--- src/rtl/parity_frame_pkg.sv ---
// Shared types and constants for the parity frame transmitter.
// Holds the FSM state encoding, the idle line level and the counter width helper.
package parity_frame_pkg;

    typedef enum logic [2:0] {
        IDLE   = 3'd0,
        START  = 3'd1,
        DATA   = 3'd2,
        PARITY = 3'd3,
        STOP   = 3'd4
    } frame_state_e;

    localparam logic IDLE_LEVEL = 1'b1;

    // A divide-by-one counter still needs one bit so the port stays legal.
    function automatic int cnt_width(input int n);
        if (n <= 2) begin
            return 1;
        end else begin
            return $clog2(n);
        end
    endfunction

endpackage

--- src/rtl/parity_frame_tx_bit_tick_counter.sv ---
// Bit period timer: counts clock cycles inside one serial bit and flags the
// last cycle of each bit period with tick.
module bit_tick_counter
    import parity_frame_pkg::*;
#(
    parameter int CLKS_PER_BIT = 4
) (
    input  logic clk,
    input  logic rst,
    input  logic clear,
    output logic tick
);

    localparam int CNT_W = cnt_width(CLKS_PER_BIT);
    localparam logic [CNT_W-1:0] LAST_CNT = CNT_W'(CLKS_PER_BIT - 1);

    logic [CNT_W-1:0] count_r;

    // Cycle counter, held at zero while cleared and wrapping after the last cycle.
    always_ff @(posedge clk) begin
        if (rst || clear || tick) begin
            count_r <= '0;
        end else begin
            count_r <= count_r + CNT_W'(1);
        end
    end

    assign tick = (count_r == LAST_CNT);

endmodule

--- src/rtl/parity_frame_tx.sv ---
// Serial frame transmitter: start bit, DATA_W data bits LSB first, parity bit
// accumulated while shifting, stop bit. One word per valid/ready handshake.
module parity_frame_tx
    import parity_frame_pkg::*;
#(
    parameter int DATA_W       = 8,
    parameter int CLKS_PER_BIT = 4,
    parameter int ODD          = 0
) (
    input  logic              clk,
    input  logic              rst,
    input  logic [DATA_W-1:0] in_data,
    input  logic              in_valid,
    output logic              in_ready,
    output logic              tx,
    output logic              busy,
    output logic              frame_done
);

    localparam int IDX_W = $clog2(DATA_W) + 1;
    localparam logic [IDX_W-1:0] LAST_IDX = IDX_W'(DATA_W - 1);
    localparam logic ODD_BIT = (ODD != 0) ? 1'b1 : 1'b0;

    frame_state_e      state_r, state_s;
    logic [DATA_W-1:0] shift_r, shift_s;
    logic [IDX_W-1:0]  idx_r, idx_s;
    logic              acc_r, acc_s;
    logic              tx_r, tx_s;
    logic              tick_s;
    logic              clear_s;

    assign clear_s    = (state_r == IDLE);
    assign in_ready   = (state_r == IDLE) && !rst;
    assign busy       = (state_r != IDLE);
    assign frame_done = (state_r == STOP) && tick_s;
    assign tx         = tx_r;

    bit_tick_counter #(
        .CLKS_PER_BIT(CLKS_PER_BIT)
    ) u_tick (
        .clk  (clk),
        .rst  (rst),
        .clear(clear_s),
        .tick (tick_s)
    );

    // Next-state, datapath update and the line level for the coming cycle.
    always_comb begin
        state_s = state_r;
        shift_s = shift_r;
        idx_s   = idx_r;
        acc_s   = acc_r;
        case (state_r)
            IDLE: begin
                if (in_valid && in_ready) begin
                    shift_s = in_data;
                    idx_s   = '0;
                    acc_s   = 1'b0;
                    state_s = START;
                end else begin
                    state_s = IDLE;
                end
            end
            START: begin
                if (tick_s) begin
                    state_s = DATA;
                end else begin
                    state_s = START;
                end
            end
            DATA: begin
                if (tick_s) begin
                    acc_s   = acc_r ^ shift_r[0];
                    shift_s = shift_r >> 1;
                    idx_s   = idx_r + IDX_W'(1);
                    if (idx_r == LAST_IDX) begin
                        state_s = PARITY;
                    end else begin
                        state_s = DATA;
                    end
                end else begin
                    state_s = DATA;
                end
            end
            PARITY: begin
                if (tick_s) begin
                    state_s = STOP;
                end else begin
                    state_s = PARITY;
                end
            end
            STOP: begin
                if (tick_s) begin
                    state_s = IDLE;
                end else begin
                    state_s = STOP;
                end
            end
            default: begin
                state_s = IDLE;
            end
        endcase

        // tx is registered, so it is decoded from where the FSM is going.
        case (state_s)
            START:   tx_s = 1'b0;
            DATA:    tx_s = shift_s[0];
            PARITY:  tx_s = acc_s ^ ODD_BIT;
            default: tx_s = IDLE_LEVEL;
        endcase
    end

    // State, shift register, parity accumulator and line register.
    always_ff @(posedge clk) begin
        if (rst) begin
            state_r <= IDLE;
            shift_r <= '0;
            idx_r   <= '0;
            acc_r   <= 1'b0;
            tx_r    <= IDLE_LEVEL;
        end else begin
            state_r <= state_s;
            shift_r <= shift_s;
            idx_r   <= idx_s;
            acc_r   <= acc_s;
            tx_r    <= tx_s;
        end
    end

endmodule

--- config.mk ---
export PLATFORM = sky130hd
export DESIGN_NAME = parity_frame_tx
export DESIGN_NICKNAME = d
export VERILOG_FILES = /design/src/rtl/parity_frame_pkg.sv /design/src/rtl/parity_frame_tx_bit_tick_counter.sv /design/src/rtl/parity_frame_tx.sv
export SDC_FILE = /design/constraint.sdc
export NUM_CORES = 1
export LEC_CHECK = 0
export ABC_CLOCK_PERIOD_IN_PS = 1730
export BUFFER_PORTS_ARGS = -buffer_cell sky130_fd_sc_hd__buf_2
export CAP_MARGIN = 15
export CORE_UTILIZATION = 36
export CTS_CLUSTER_SIZE = 40
export DETAILED_ROUTE_END_ITERATION = 10
export PLACE_DENSITY_LB_ADDON = 0.2
export SLEW_MARGIN = 5
export SYNTH_ARGS = -nofsm -noshare
export SYNTH_HDL_FRONTEND = slang
export SYNTH_SLANG_ARGS = --single-unit
--- constraint.sdc ---
create_clock -name clk -period 1.73 [get_ports clk]
set_input_delay 0.346 -clock clk [delete_from_list [all_inputs] [get_ports clk]]
set_output_delay 0.346 -clock clk [all_outputs]
set_load 0.02 [all_outputs]
==> flow_summary.toml, run 1 <==
[synth]
ys_ff_latch = 19
muxShareOfSynthArea_pct = 0
synthAdderAreaFrac_pct = 2.67
syn_area_um2 = 938
syn_nets = 114
synth-simple-area-share_pct = 23.9
synth-edff-count = 0
async_flop_share_pct = 0
yosysUniqueCellTypes = 38
synth_top_family_by_area = "simple AND/OR/NAND/NOR gates"
synthXorXnorAreaFrac_pct = 1.87
synth_compound_area_share_pct = 22.7
ys.flop_type = "dfxtp_1"
synthCells = 101
ys_warn_count = 0
ys_seq_area_share_pct = 40.5
postSynthAreaPerCell_um2 = 9.29

[critical_path]
crit_path_end_kind = "primary output"
critPathLaunchType = "flip-flop"
crit_arrival_ns = 1.34
worstPathRequired_ns = 1.38
critPathKind = "flip-flop to primary output"
crit_fanout = 11

[timing]
fin_crit_ns = 1.68
fmax_ghz = 0.594
fin_crit_sh_pct = 97.3
relSlewSlack_pct = 71.0
fin_tns_setup_ns = 0
drv_slew = 0
setup_violations = 0
worst_slack_ns = 0.0471
skew_ns = 0.0107
hold_viol = 0
rsz0062_at_grt = "no"
worst_pin_slew_ns = 0.434

[cts]
cts_buffers = 3
clockRootBuffer = "clkbuf_4"
clk_pin_slew_ns = 0.12
htreeDepth = 1
cts.hold.buffers_added = 0
clock_sinks = 19
cts_tree = "built"
clkLatencyLatePin_ns = 0.30
cts_buffer_depth = 2

[placement]
dp_slack_ns = 0.185
hpwlAfterDp_um = 1280
port_buffers = 14
gp_congestion = 0.787

[floorplan]
top_level_ports = 15
start_util_pct = 37.9
die_x_um = 53.1
die_area_mm2 = 0.00281
rows = 18
die_h_um = 53.1
core-area_mm2 = 0.00248

[finish]
fin_nets = 130
nFillCells = 269
final_common_cell = "dfxtp_1"
syn2layout_area_growth_pct = 15.1
multiInputGateArea_um2 = 493
seq_area_um2 = 382
antenna_cells = 0
final_cell_mix = "dfxtp_1 (18), buf_2 (13), a21oi_1 (12)"
drive_above_1_share_pct = 31.0

[global_route]
grtUsageTotal_pct = 14.5
grt_max_degree = 20
grt.overflow.total = 0
grt_pass1_wl_um = 2880
grt_antenna_before_repair = 0
grt_pass1_vias = 656

[power]
p_int_w = 0.000580
switchingPower_w = 0.000202
power_density_mw_per_mm2 = 725
power_leakage_nw = 0.410
vdd_drop_max_uv = 459
seqPwrFrac_pct = 59.2
sw_frac_of_total_pct = 25.9
clock_power_share_pct = 29.0
combPwrFrac_pct = 11.8

[routing]
firstDrtPassIters = 3
wl_um = 1830
drt-initial-drc-count = 16
wire_per_inst_um = 12.5
vias = 772
route.detailed.drc = 0
via_per_inst = 5.29
drtAntennaViolNets = 0

[flow_run]
drv_cap = 0

[outcome]
outcome = "completed"

[min_path]
worstHoldPathType = "input pin to flip-flop"
==> critical path, cell delays in order, from the launching register on <==
cell	delay [ns]
dfxtp_1	0.61
and4bb_2	0.28
buf_4	0.15
==> flip-flops by register name, indices dropped and copies added (netlist names) <==
signal          count
acc_r               1
idx_r               4
shift_r             8
state_r             3
tx                  1
u_tick.count_r      2
==> area by class of cell <==
| type | instances | share of cell area, % |
|---|---|---|
| Clock buffer | 3 | 2.09 |
| Clock inverter | 1 | 0.463 |
| Inverter | 3 | 1.04 |
| Multi-Input combinational cell | 69 | 45.7 |
| Sequential cell | 19 | 35.3 |
| Tap cell | 30 | 3.48 |
| Timing Repair Buffer | 21 | 11.9 |
==> kinds of logic (layout without fill, tap and decap cells) <==
group | after synthesis | after routing
AO/OA/AOI/OAI | 30 | 30
XOR/XNOR | 2 | 2
adder cells (fa/ha/maj) | 2 | 2
buffers and inverters | 13 | 28
flip-flops | 19 | 19
AND/OR/NAND/NOR | 35 | 35
==> Yosys cell counts, types with 2 or more instances <==
| cell | number | area share (%) |
|---|---|---|
| nand3b_1 | 3 | 2.4 |
| nor2b_1 | 3 | 2.0 |
| nor4b_1 | 2 | 1.9 |
| nor2_1 | 4 | 1.6 |
| a211oi_1 | 3 | 2.4 |
| nand2_1 | 10 | 4.0 |
| ha_1 | 2 | 2.7 |
| a21oi_1 | 12 | 6.4 |
| clkbuf_1 | 2 | 0.80 |
| a22oi_1 | 7 | 5.6 |
| buf_2 | 3 | 1.6 |
| dfxtp_1 | 19 | 41 |
| buf_6 | 3 | 3.6 |
| nand3_1 | 2 | 1.1 |
| inv_1 | 3 | 1.2 |
==> routing by layer <==
layer	share of wire, %	up-vias	global-route usage [%]
met5	0	-	0
met2	44	11	21.5
li1	-	397	-
met3	2.3	4	2.59
met4	2.1	0	9.21
met1	51	360	19.2
==> stage by stage <==
stage               cell area [um2]  util, %  total power, W  cells  hold slack [ns]
CTS                            1070     43.2        0.000796    146            0.283
floorplan                       938        -        0.000530    101            0.405
global placement               1030     41.6        0.000561    141            0.414
global route                   1080     43.6        0.000821    146            0.285
detailed placement             1030     41.6        0.000563    141            0.424
finish                         1080     43.6        0.000782    146            0.293
==> power groups by stage <==
| stage | registers [W] | clock network (W) | logic [W] |
|---|---|---|---|
| floorplan | 0.000470 | 0 | 0.0000598 |
| global placement | 0.000472 | 0 | 0.0000886 |
| detailed placement | 0.000473 | 0 | 0.0000897 |
| CTS | 0.000463 | 0.000240 | 0.0000928 |
| global route | 0.000465 | 0.000255 | 0.000102 |
| finish | 0.000464 | 0.000227 | 0.0000921 |
==> what timing repair did <==
| action | in CTS | in global routing |
|---|---|---|
| buffers inserted | 1 | 0 |
| pin swaps | 1 | 0 |
| setup endpoints to repair | 2 | 2 |
| gates resized for setup | 2 | 3 |
==> path summary, 6_finish.rpt <==
kind	end	slack (ns)	from	cells after the start
min reg2reg	u_tick.count_r[0]$_SDFF_PP0_	0.42	u_tick.count_r[0]$_SDFF_PP0_	1
max	frame_done	0.05	state_r[0]$_SDFF_PP0_	2
min	shift_r[0]$_SDFF_PP0_	0.29	in_data[0]	3
max reg2reg	tx$_SDFF_PP1_	0.13	state_r[0]$_SDFF_PP0_	5
Note: power is estimated with default switching activity, not from simulation.
==> run 2, diff against run 1 <==
--- a/config.mk
+++ b/config.mk
@@ -8,7 +8,7 @@
 export ABC_CLOCK_PERIOD_IN_PS = 1730
 export BUFFER_PORTS_ARGS = -buffer_cell sky130_fd_sc_hd__buf_2
 export CAP_MARGIN = 15
-export CORE_UTILIZATION = 36
+export CORE_UTILIZATION = 25
 export CTS_CLUSTER_SIZE = 40
 export DETAILED_ROUTE_END_ITERATION = 10
 export PLACE_DENSITY_LB_ADDON = 0.2
==> run 2 against run 1 <==
Wire length is 8.5% higher. Worst hold slack better by 0.053 ns. Critical path depth is 2 higher. Clock-buffer cell count is 1 higher. Die area is 42% higher. Register-to-register slack better by 0.03 ns. Critical endpoint unchanged.
==> flow_summary.toml, run 2 (same netlist as run 1, synthesis figures left out) <==
[timing]
fin_hold_ws_ns = 0.346
setup_violations = 0
fin_crit_sh_pct = 96.2
fin_crit_ns = 1.66
skew_ns = 0.00107
hold_viol = 0
relSlewSlack_pct = 78.3
rsz0062_at_grt = "yes"
worst_pin_slew_ns = 0.322
drv_slew = 0
worst_slack_ns = 0.0651
fmax_ghz = 0.601

[cts]
clkLatencyLatePin_ns = 0.25
htreeDepth = 1
cts_buffers = 3
clk_pin_slew_ns = 0.07
clock_sinks = 19
post_cts_resized = 1
cts_tree = "built"
cts_setup_buffers = 0
cts_buffer_depth = 2
clockRootBuffer = "clkbuf_8"
cts.hold.buffers_added = 0

[min_path]
worstHoldPathType = "input pin to flip-flop"
worstHoldPathCells = 3
hold_start = "in_data[0]"
min_delay_worst_endpoint = "shift_r[0]$_SDFF_PP0_"

[routing]
vias = 776
drtAntennaViolNets = 0
wire_per_inst_um = 12.2
firstDrtPassIters = 4
drt-initial-drc-count = 30
wl_um = 1980
via_per_inst = 4.76
route.detailed.drc = 0

[critical_path]
crit_path_end_kind = "primary output"
reg2reg_setup_slack_ns = 0.16
crit_fanout = 10
critPathLaunchType = "flip-flop"
r2r_start = "state_r[1]$_SDFF_PP0_"
critPathKind = "flip-flop to primary output"
timing.rr.end = "tx$_SDFF_PP1_"
worstPathRequired_ns = 1.38
r2r_cells = 5
crit_arrival_ns = 1.32

[outcome]
outcome = "completed"

[finish]
nFillCells = 406
final_common_cell = "dfxtp_1"
largest_reg_flops = 8
top_regs = "shift_r: 8 flops, idx_r: 4 flops, state_r: 3 flops"
fin_area_mm2 = 0.00111
largest_register = "shift_r"
antenna_cells = 0
drive_above_1_share_pct = 29.1
fin_cells = 163
syn2layout_area_growth_pct = 18.8
fin_nets = 131
final_cell_mix = "dfxtp_1 (19), buf_2 (14), a21oi_1 (12)"

[global_route]
grt_pass1_vias = 768
grt_antenna_before_repair = 0
grt_max_degree = 20
grt_pass1_wl_um = 3330
grt.overflow.total = 0
grtUsageTotal_pct = 10.7

[floorplan]
rows = 21
die_h_um = 63.3
top_level_ports = 15
core-area_mm2 = 0.00347
start_util_pct = 27.1
die_x_um = 63.3
die_area_mm2 = 0.00400

[placement]
gp_congestion = 0.684
dp_cells = 159
port_buffers = 14
hpwlAfterDp_um = 1440
place_area_mm2 = 0.00106
dp_slack_ns = 0.153

[power]
vdd_drop_max_uv = 231
power_leakage_nw = 0.423
power_density_mw_per_mm2 = 776
power_w = 0.000865

[flow_run]
drv_cap = 0
-- run 2: through the flow --
stage               utilization [%]  TNS [ns]
floorplan                         -         0
global placement               30.7         0
detailed placement             30.7         0
CTS                            32.1         0
global route                   32.1  -0.00768
finish                         32.1         0
-- run 2: area by class of cell --
type	count	area [um2]	share of cell area (%)
flip-flops and latches	19	380	34.1
inverters	3	11.3	1.01
well taps	46	57.6	5.16
multi-input cells	69	490	44.0
repair buffers	22	130	11.7
clock buffers	4	45.0	4.04
-- run 2: worst max-delay path by stage --
stage          cells past startpoint                    startpoint            end
4_1_cts                            4  u_tick.count_r[0]$_SDFF_PP0_     frame_done
5_1_grt                            4  u_tick.count_r[0]$_SDFF_PP0_     frame_done
3_3_place_gp                       6  u_tick.count_r[0]$_SDFF_PP0_  tx$_SDFF_PP1_
3_5_place_dp                       5         state_r[1]$_SDFF_PP0_  tx$_SDFF_PP1_
6_report                           4  u_tick.count_r[0]$_SDFF_PP0_     frame_done
2_1_floorplan                      6         state_r[2]$_SDFF_PP0_  tx$_SDFF_PP1_
-- run 2: critical path: stages (launching register included) --
cell	delay, ns
dfxtp_1	0.32
ha_1	0.21
buf_4	0.17
and4bb_2	0.22
buf_2	0.15
-- run 2: power breakdown --
group / internal [W] / total, W / switching (W)
Clock: 0.000164 / 0.000310 / 0.000146
Combinational: 0.0000420 / 0.0000952 / 0.0000532
Sequential: 0.000451 / 0.000460 / 0.00000864
-- run 2: layer usage --
metal	up-vias	global-route usage (%)	share of wire (%)
met3	2	1.99	4.3
li1	397	-	-
met2	15	17.7	45
met4	0	5.11	1.1
met5	-	0	0
met1	362	13.1	49
==> run 3, diff against run 2 <==
--- a/config.mk
+++ b/config.mk
@@ -8,6 +8,8 @@
 export ABC_CLOCK_PERIOD_IN_PS = 1730
 export BUFFER_PORTS_ARGS = -buffer_cell sky130_fd_sc_hd__buf_2
 export CAP_MARGIN = 15
+export CELL_PAD_IN_SITES_DETAIL_PLACEMENT = 2
+export CELL_PAD_IN_SITES_GLOBAL_PLACEMENT = 2
 export CORE_UTILIZATION = 25
 export CTS_CLUSTER_SIZE = 40
 export DETAILED_ROUTE_END_ITERATION = 10
==> run 3 against run 2 <==
Global-route usage grew 2.9 points. Register-to-register slack lost 0.05 ns. Power grew 3.2%. Clock-buffer cell count is the same. Final cell count grew 4.3%. Worst hold slack gained 0.0043 ns. Critical path type unchanged. Highest routed layer unchanged.
==> flow_summary.toml, run 3 (same netlist as run 1, synthesis figures left out) <==
[timing]
fin_crit_ns = 1.65
drv_slew = 0
relSlewSlack_pct = 80.6
setup_violations = 0
fin_tns_setup_ns = 0
hold_viol = 0
worst_pin_slew_ns = 0.292
fin_crit_sh_pct = 95.6
fin_hold_ws_ns = 0.350
skew_ns = 0.00678
fmax_ghz = 0.605

[finish]
syn2layout_area_growth_pct = 26.5
finish.utilization_pct = 34.2
drive_above_1_share_pct = 34.7
fin_nets = 138
final_cell_mix = "dfxtp_1 (18), buf_2 (14), buf_4 (13)"
largest_register = "shift_r"
fin_cells = 170
largest_reg_flops = 8
final_common_cell = "dfxtp_1"
top_regs = "shift_r: 8 flops, idx_r: 4 flops, state_r: 3 flops"
nFillCells = 423
antenna_cells = 0

[cts]
clock_sinks = 19
cts_buffers = 3
htreeDepth = 1
cts_tree = "built"
clkLatencyLatePin_ns = 0.26
cts.hold.buffers_added = 0
cts_buffer_depth = 2
clockRootBuffer = "clkbuf_8"
clk_pin_slew_ns = 0.08

[placement]
hpwlAfterDp_um = 1850
dp_cells = 163
gp_congestion = 0.680
port_buffers = 14

[critical_path]
r2r_start = "state_r[1]$_SDFF_PP0_"
crit_arrival_ns = 1.31
critPathLaunchType = "flip-flop"
critPathKind = "flip-flop to primary output"
crit_path_end_kind = "primary output"
worstPathRequired_ns = 1.38
startpoint = "state_r[2]$_SDFF_PP0_"
crit_fanout = 4

[floorplan]
die_x_um = 63.3
start_util_pct = 27.1
rows = 21
core-area_mm2 = 0.00347
die_h_um = 63.3
top_level_ports = 15
die_area_mm2 = 0.00400

[power]
power_w = 0.000893
power_leakage_nw = 0.458
vdd_drop_max_uv = 368
power_density_mw_per_mm2 = 752

[global_route]
grt.overflow.total = 0
grtUsageTotal_pct = 13.6
grt_pass1_vias = 895
grt_pass1_wl_um = 4150
grt_antenna_before_repair = 0
grt_max_degree = 20

[routing]
wl_um = 2540
wire_per_inst_um = 15.0
route.detailed.drc = 0
via_per_inst = 4.95
firstDrtPassIters = 3
vias = 842
drtAntennaViolNets = 0
drt-initial-drc-count = 18

[min_path]
worstHoldPathType = "input pin to flip-flop"
hold_start = "in_data[7]"

[flow_run]
drv_cap = 0

[outcome]
outcome = "completed"
## run 3: cell types whose count changed in the layout (fill, tap and decap cells not counted), sizes merged
cell	previous run	this run
buf	22	29
## run 3: metal layers
metal / part of all wire, % / wire, um / GRT usage (%) / vias to the layer above
met1: 45 / 1140 / 15.5 / 419
met4: 0.98 / 25 / 4.26 / 0
met3: 2.9 / 74 / 3.80 / 4
met2: 51 / 1310 / 24.2 / 9
li1: - / - / - / 410
met5: 0 / 0 / 0 / -
## run 3: worst max-delay path, stage by stage (launching register included)
cell,delay [ns]
dfxtp_1,0.39
nor4_4,0.33
buf_4,0.17
buf_2,0.15
## run 3: layout make-up
type	instances	area, um2	share of cell area [%]
repair buffers	29	190	16.0
inverters	3	11.3	0.948
well taps	46	57.6	4.85
flip-flops and latches	19	382	32.1
multi-input cells	69	502	42.3
clock buffers	4	45.0	3.79
## run 3: final timing paths
check | depth (start not counted) | end | slack [ns]
worst max-delay path | 3 | in_ready | 0.08
worst min register to register | 1 | u_tick.count_r[0]$_SDFF_PP0_ | 0.44
worst min-delay path | 3 | shift_r[7]$_SDFFE_PP0P_ | 0.35
worst max register to register | 5 | tx$_SDFF_PP1_ | 0.11
## run 3: report_power, final
group          total, W  switching [W]  internal (W)
Clock          0.000324       0.000160      0.000164
Combinational  0.000106      0.0000575     0.0000486
Sequential     0.000463      0.0000116      0.000452
Total          0.000893       0.000229      0.000664
## run 3: through the flow
step,setup WS (ns),cell area [um2]
6_report,0.0768,1190
5_1_grt,-0.00196,1190
4_1_cts,0.00389,1150
3_5_place_dp,0.00977,1090
3_3_place_gp,0.136,1090
2_1_floorplan,0.207,938
## run 3: timing repair
action                     CTS  global route
gates resized for setup      0             6
setup endpoints to repair    2             4
pin swaps                    1             1
buffers inserted             2             1
